--- config.mk ---
export PLATFORM = sky130hd
export DESIGN_NAME = sample_capture_ctrl
export DESIGN_NICKNAME = d
export VERILOG_FILES = /design/src/rtl/sample_capture_ctrl.sv
export SDC_FILE = /design/constraint.sdc
export NUM_CORES = 1
export LEC_CHECK = 0
export BUFFER_PORTS_ARGS = -buffer_cell sky130_fd_sc_hd__buf_2
export CAP_MARGIN = 20
export CELL_PAD_IN_SITES_DETAIL_PLACEMENT = 0
export CELL_PAD_IN_SITES_GLOBAL_PLACEMENT = 1
export CORE_MARGIN = 2
export CORE_UTILIZATION = 41
export CTS_CLUSTER_SIZE = 30
export DETAILED_ROUTE_END_ITERATION = 6
export PLACE_DENSITY = 0.9
export SLEW_MARGIN = 10
export SYNTH_ARGS = -nofsm -noshare
export SYNTH_HDL_FRONTEND = slang
export SYNTH_SLANG_ARGS = --single-unit
--- constraint.sdc ---
create_clock -name Fg_CLK -period 2.5 [get_ports Fg_CLK]
set_clock_uncertainty 0.1 [all_clocks]
set_input_delay 0.125 -clock Fg_CLK [delete_from_list [all_inputs] [get_ports Fg_CLK]]
set_output_delay 0.125 -clock Fg_CLK [all_outputs]
set_load 0.05 [all_outputs]
--- src/rtl/sample_capture_ctrl.sv ---
// One-shot capture of decimated DDS samples into an external sample RAM with an optional
// rising-level trigger, followed by a valid/ready readout of the whole buffer.
module sample_capture_ctrl #(
    parameter int ADDR_W = 8,
    parameter int DATA_W = 8
) (
    input  logic              Fg_CLK,
    input  logic              RESETn,
    input  logic              Start,
    input  logic              Abort,
    input  logic              TrigEn,
    input  logic [DATA_W-1:0] TrigLevel,
    input  logic              SampleEn,
    input  logic [DATA_W-1:0] SampleIn,
    output logic              WrEn,
    output logic [ADDR_W-1:0] WrAddr,
    output logic [DATA_W-1:0] WrData,
    output logic [ADDR_W-1:0] RdAddr,
    input  logic [DATA_W-1:0] RdData,
    output logic              OutValid,
    output logic [DATA_W-1:0] OutData,
    output logic              OutLast,
    input  logic              OutReady,
    output logic              Busy,
    output logic              Done
);

    typedef enum logic [2:0] {
        IDLE    = 3'd0,
        ARM     = 3'd1,
        CAPTURE = 3'd2,
        RD_ADDR = 3'd3,
        RD_WAIT = 3'd4,
        RD_OUT  = 3'd5
    } state_t;

    state_t            state, state_nxt;
    logic [ADDR_W:0]   count, count_nxt;
    logic [DATA_W-1:0] prev, prev_nxt;
    logic              prev_valid, prev_valid_nxt;

    logic              wr_en_nxt;
    logic [ADDR_W-1:0] wr_addr_nxt;
    logic [DATA_W-1:0] wr_data_nxt;
    logic [ADDR_W-1:0] rd_addr_nxt;
    logic              out_valid_nxt;
    logic [DATA_W-1:0] out_data_nxt;
    logic              out_last_nxt;
    logic              busy_nxt;
    logic              done_nxt;

    // Rising crossing needs a previous sample below the level and the current one at/above it.
    function automatic logic trig_cross(input logic              have_prev,
                                        input logic [DATA_W-1:0] prev_s,
                                        input logic [DATA_W-1:0] cur_s,
                                        input logic [DATA_W-1:0] level);
        return have_prev && (prev_s < level) && (cur_s >= level);
    endfunction

    always_comb begin
        state_nxt      = state;
        count_nxt      = count;
        prev_nxt       = prev;
        prev_valid_nxt = prev_valid;
        wr_en_nxt      = 1'b0;
        wr_addr_nxt    = WrAddr;
        wr_data_nxt    = WrData;
        rd_addr_nxt    = RdAddr;
        out_valid_nxt  = OutValid;
        out_data_nxt   = OutData;
        out_last_nxt   = OutLast;
        done_nxt       = 1'b0;

        case (state)
            IDLE: begin
                if (Start) begin
                    state_nxt      = ARM;
                    count_nxt      = '0;
                    prev_valid_nxt = 1'b0;
                end
            end
            ARM: begin
                if (SampleEn) begin
                    if (!TrigEn || trig_cross(prev_valid, prev, SampleIn, TrigLevel)) begin
                        wr_en_nxt   = 1'b1;
                        wr_addr_nxt = '0;
                        wr_data_nxt = SampleIn;
                        count_nxt   = (ADDR_W+1)'(1);
                        state_nxt   = CAPTURE;
                    end
                    if (TrigEn) begin
                        prev_nxt       = SampleIn;
                        prev_valid_nxt = 1'b1;
                    end
                end
            end
            CAPTURE: begin
                if (SampleEn) begin
                    wr_en_nxt   = 1'b1;
                    wr_addr_nxt = count[ADDR_W-1:0];
                    wr_data_nxt = SampleIn;
                    count_nxt   = count + (ADDR_W+1)'(1);
                    if (&count[ADDR_W-1:0]) begin
                        state_nxt   = RD_ADDR;
                        rd_addr_nxt = '0;
                    end
                end
            end
            // RdAddr already holds the index here; the RAM returns it during RD_WAIT.
            RD_ADDR: state_nxt = RD_WAIT;
            RD_WAIT: begin
                state_nxt     = RD_OUT;
                out_data_nxt  = RdData;
                out_valid_nxt = 1'b1;
                out_last_nxt  = &RdAddr;
            end
            RD_OUT: begin
                if (OutValid && OutReady) begin
                    out_valid_nxt = 1'b0;
                    out_last_nxt  = 1'b0;
                    if (OutLast) begin
                        done_nxt  = 1'b1;
                        state_nxt = IDLE;
                    end else begin
                        rd_addr_nxt = RdAddr + ADDR_W'(1);
                        state_nxt   = RD_ADDR;
                    end
                end
            end
            default: state_nxt = IDLE;
        endcase

        // Abort overrides everything, including a coincident write or final handshake.
        if (Abort) begin
            state_nxt      = IDLE;
            wr_en_nxt      = 1'b0;
            out_valid_nxt  = 1'b0;
            out_last_nxt   = 1'b0;
            done_nxt       = 1'b0;
            count_nxt      = '0;
            prev_nxt       = '0;
            prev_valid_nxt = 1'b0;
            rd_addr_nxt    = '0;
        end

        busy_nxt = (state_nxt != IDLE);
    end

    always_ff @(posedge Fg_CLK or negedge RESETn) begin
        if (!RESETn) begin
            state      <= IDLE;
            count      <= '0;
            prev       <= '0;
            prev_valid <= 1'b0;
            WrEn       <= 1'b0;
            WrAddr     <= '0;
            WrData     <= '0;
            RdAddr     <= '0;
            OutValid   <= 1'b0;
            OutData    <= '0;
            OutLast    <= 1'b0;
            Busy       <= 1'b0;
            Done       <= 1'b0;
        end else begin
            state      <= state_nxt;
            count      <= count_nxt;
            prev       <= prev_nxt;
            prev_valid <= prev_valid_nxt;
            WrEn       <= wr_en_nxt;
            WrAddr     <= wr_addr_nxt;
            WrData     <= wr_data_nxt;
            RdAddr     <= rd_addr_nxt;
            OutValid   <= out_valid_nxt;
            OutData    <= out_data_nxt;
            OutLast    <= out_last_nxt;
            Busy       <= busy_nxt;
            Done       <= done_nxt;
        end
    end

endmodule

After elaboration in Yosys (flattened, before gate mapping)
Cells that the tools add are included.
Storage, ports and cells
  register bits after elaboration: 58
  input port bits: 31
  output and inout bits: 37
  logic and storage cells: 108
Operators by class
  add/sub/neg operators: 2
  magnitude comparators: 2
  equality and inequality tests: 16
  mux-type cells: 52
  reductions and logical operators: 23
Operators by type and width (count)
  two-way mux 8 bit: 15
  case mux 8 bit (2 select lines): 3
  two-way mux 9 bit: 5
  case mux 9 bit (3 select lines): 1
  inequality test 3 bit, second input constant: 8
  two-way mux 3 bit: 7
  case mux 3 bit (6 select lines): 1
  AND reduction 8 bit: 2
  two-way mux 1 bit: 15
  nonzero test 3 bit: 4
  AND reduction 5 bit: 2
  adder 9 x 1 -> 9 bit, second input constant: 1
  adder 8 x 1 -> 8 bit, second input constant: 1
  greater-or-equal comparator 8 bit: 1
  less-than comparator 8 bit: 1
  case mux 1 bit (2 select lines): 4
  AND reduction 4 bit: 2
  nonzero test 2 bit: 4
  equality test 3 x 2 -> 1 bit, second input constant: 2
  equality test 3 bit, second input constant: 2
  inequality test 2 bit, second input constant: 3
  nonzero test 4 bit: 1
  equality test 3 x 1 -> 1 bit, second input constant: 1
  logical AND 1 bit: 3
  6 further kinds: 6

Depth between registers and ports, before layout
  depth after elaboration: 9
  gate-level depth with buffers: 9
  depth with buffers taken out: 8

Least setup slack after synthesis
Ideal clock, no wire load.
  kind: register to register
  from: reg prev[3]
  to: reg count[2]
  library setup time: 0.120 ns
  arrival time: 1.850 ns
  required time: 2.280 ns
  setup slack: 0.429 ns
  cell stages (with the launch flop): 8
  path buffers: 0
  clock period less this slack: 2.071 ns
  cells stage by stage: dfrtp_1 > ha_1 > a211oi_1 > o21ai_0 > o2bb2ai_1 > o211ai_1 > a311oi_1 > a41o_1
On the way
  cells in the longest elaborated chain, start to end: 6
RTL lines
  start: declaration: line 39  | logic [DATA_W-1:0] prev, prev_nxt;
  start signal: assignment: line 167  | prev <= prev_nxt;
  less-than comparator 8 bit: line 57  | return have_prev && (prev_s < level) && (cur_s >= level);
  logical AND 1 bit (2 in series): line 57
  logical OR 1 bit: line 84  | if (!TrigEn || trig_cross(prev_valid, prev, SampleIn, TrigLevel)) begin
  inequality test 3 bit (no line)
  AND reduction 5 bit (no line)
  end signal: assignment: line 166  | count <= count_nxt;
  end: declaration: line 38  | logic [ADDR_W:0] count, count_nxt;
Every way passes these cells.
A chain may end at the register's enable or synchronous reset.

Worst setup path after layout
  from: in SampleIn[5]
  to: reg WrData[3]
On the way
  cells in the longest elaborated chain, start to end: 5
RTL lines
  start: declaration: line 14  | input logic [DATA_W-1:0] SampleIn,
  greater-or-equal comparator 8 bit: line 57
  logical AND 1 bit: line 57
  logical OR 1 bit: line 84
  inequality test 2 bit (no line)
  AND reduction 4 bit (no line)
  end signal: assignment: line 171  | WrData <= wr_data_nxt;
  end: declaration: line 17  | output logic [DATA_W-1:0] WrData,
Every way passes these cells.

==> metrics.yaml <==
setup_path:
  worst-r2r-cell-count: 7
  cp-end-kind: "register"
  arrival_ns: 2.45
  path_class: "input port to register"
  worst_setup_path_start_kind: "input port"
  required_ns: 2.61
  critPathMaxFanout: 8
logic_synthesis:
  syn-num-nets: 344
  yosys_warnings: 0
  ys.flop_type: "dfrtp_1"
  syn_area_sq_um: 2977
  synth_commonest_cells: "dfrtp_1, nand2_1, nor2_1"
  synth.avg_cell_area_sq_um: 10.06
  async_reset_ff_share_pct: 100.0
  synth_top_area_share_pct: 47.92
  seq_area_frac_synth_pct: 47.92
  yosysTopAreaCell: "dfrtp_1"
  synth.most_common_cell: "dfrtp_1"
  synth_edf_count: 0
  synthCells: 296
  ys_ff_latch: 57
  synthTopCellsByArea: "dfrtp_1, ha_1, nand2_1, nor2_1, mux2_1"
  yosysUniqueCellTypes: 47
sta:
  relSlewSlack_pct: 59.86
  rsz0062_at_grt: "no"
  setup-violations-final: 0
  tightest_slew_ns: 0.5988
  totalNegativeSetupSlack_ns: 0
  fin_crit_ns: 2.339
  hold_viol: 0
  fmax_mhz: 427.5
  drv_slew: 0
  post-route-period-util_pct: 93.57
global_route:
  groute.usage.overall_pct: 18.94
  antenna_found_initial: 0
  grt_max_degree: 27
  grt_overflow_total: 0
  grt_first_pass_wirelength_um: 11620
  first_global_vias: 2551
detailed_routing:
  dr.pass1.iters: 4
  viasPerCell: 5.151
  via_count: 2524
  routedWlPerCell_um: 13.73
  totalWireLength_um: 6727
  drt-initial-drc-count: 113
  drtAntennaViolNets: 0
  drc_errors: 0
floorplanning:
  die_y_um: 89.21
  ios: 68
  die_x_um: 89.21
  start_util_pct: 41.71
  core_area_sq_um: 7137
  num_rows: 31
  die_area_sq_um: 7958
finish:
  fillers: 694
  drive_gt1_share_pct: 27.37
  fin_nets: 434
  area_growth_pct: 27.07
  diodes: 0
clock_tree:
  cts-root-buf: "clkbuf_8"
  cts_tree: "done"
  max-clock-path-buffers: 2
  clk_latency_ns: 0.33
  cts_htree_levels: 3
  cts_num_sinks: 57
  clkSlewWorstSetupHoldPaths_ns: 0.06
  cts-buffers-inserted: 9
pwr:
  p_total_w: 0.002677
  p_leak_nw: 1.901
  peakVddDrop_mv: 0.4831
  power_density_nw_per_um2: 707.7
min_path:
  hold_depth: 2
  hold_class: "input port to register"
outcome:
  status: "finished, final reports clean"
placement:
  portBuffers: 67
  post-dp-hpwl_um: 4767
  gp_congestion: 0.7969
flow_run:
  maxCapViolCount: 0
==> layout by cell type (no fill, tap or decap), drive strengths merged, types with 4 or more instances in the layout <==
cell | Yosys | routed
a311o | 4 | 4
o31ai | 7 | 7
dlygate4sd3 | 0 | 18
mux2i | 7 | 7
and3 | 5 | 5
o21ai | 23 | 23
clkbuf | 7 | 13
nand2 | 27 | 27
a21oi | 11 | 11
dfrtp | 57 | 57
nand2b | 10 | 10
nor3 | 7 | 7
or3 | 4 | 4
mux2 | 16 | 16
inv | 20 | 20
ha | 17 | 17
nor2 | 26 | 26
nand3 | 6 | 6
buf | 7 | 75
o22ai | 6 | 6
==> state kept, by name, summed over array words and instances (netlist names) <==
register and flops:
state 3, Done 1, OutData 8, WrEn 1, prev_valid 1, OutValid 1, RdAddr 8, prev 8
WrAddr 8, WrData 8, OutLast 1, Busy 1, count 8
==> cell families after synthesis <==
| group | synth area share, % |
|---|---|
| buf+inv | 4.876 |
| mux | 8.407 |
| fa+ha+maj | 7.146 |
| flops | 47.92 |
| compound gates | 15.13 |
| xor+xnor | 0.2943 |
| simple gates | 16.23 |
==> final cells by class <==
| cell class | count | area (sq um) | share of cell area [%] |
|---|---|---|---|
| sequential | 57 | 1426 | 37.71 |
| multi-input combinational | 205 | 1408 | 37.21 |
| timing repair buffer | 93 | 575.6 | 15.22 |
| clock buffer | 13 | 158.9 | 4.201 |
| tap | 99 | 123.9 | 3.275 |
| inverter | 20 | 75.07 | 1.985 |
| clock inverter | 3 | 15.01 | 0.3970 |
==> worst max-delay path, stage by stage <==
cell and delay, ns:
dlygate4sd3_1 0.53, buf_2 0.14, ha_1 0.29, a21oi_1 0.14, o21ai_0 0.09, a211oi_1 0.32, nor3_1 0.12, nand2b_2 0.32
mux2_1 0.37
==> metrics by stage <==
stage	std cells	util, %	setup slack (ns)	hold WS (ns)	cell area, sq um
6_report	490	53.00	0.1606	0.1559	3782
2_1_floorplan	296	-	0.4292	-0.2706	2977
4_1_cts	489	52.86	0.04428	0.1355	3772
5_1_grt	490	53.00	0.02015	0.1545	3782
3_5_place_dp	455	47.90	0.07710	-0.02270	3418
3_3_place_gp	455	47.90	0.1593	-0.02547	3418
==> what timing repair did <==
action / CTS / global route
setup endpoints to repair: 0 / 16
hold buffers: 18 / 0
endpoints found under the hold margin: 39 / 0
buffers inserted: 0 / 1
resized for setup: 0 / 2
==> final timing paths <==
kind                             start   endpoint  slack [ns]
max                        SampleIn[5]  WrData[3]        0.16
min                              Abort    prev[6]        0.16
max reg2reg                   count[0]  RdAddr[7]        0.22
min reg2reg                   count[4]   count[4]        0.37
max in group asynchronous       RESETn       Busy        1.46
min in group asynchronous       RESETn  WrData[1]        0.17
==> layer usage <==
metal  wire (um)  GRT usage, %  up-vias
met3         271         5.078        6
met2        3230         31.25       55
met4          79         6.106        0
met1        3145         24.25     1230
met5           0             0        -
li1            -             -     1233
==> power breakdown <==
group | switching, W | internal (W)
registers | 0.0000661 | 0.00104
clock network | 0.000347 | 0.000409
logic | 0.000584 | 0.000229
(Power assumes the default switching activity.)
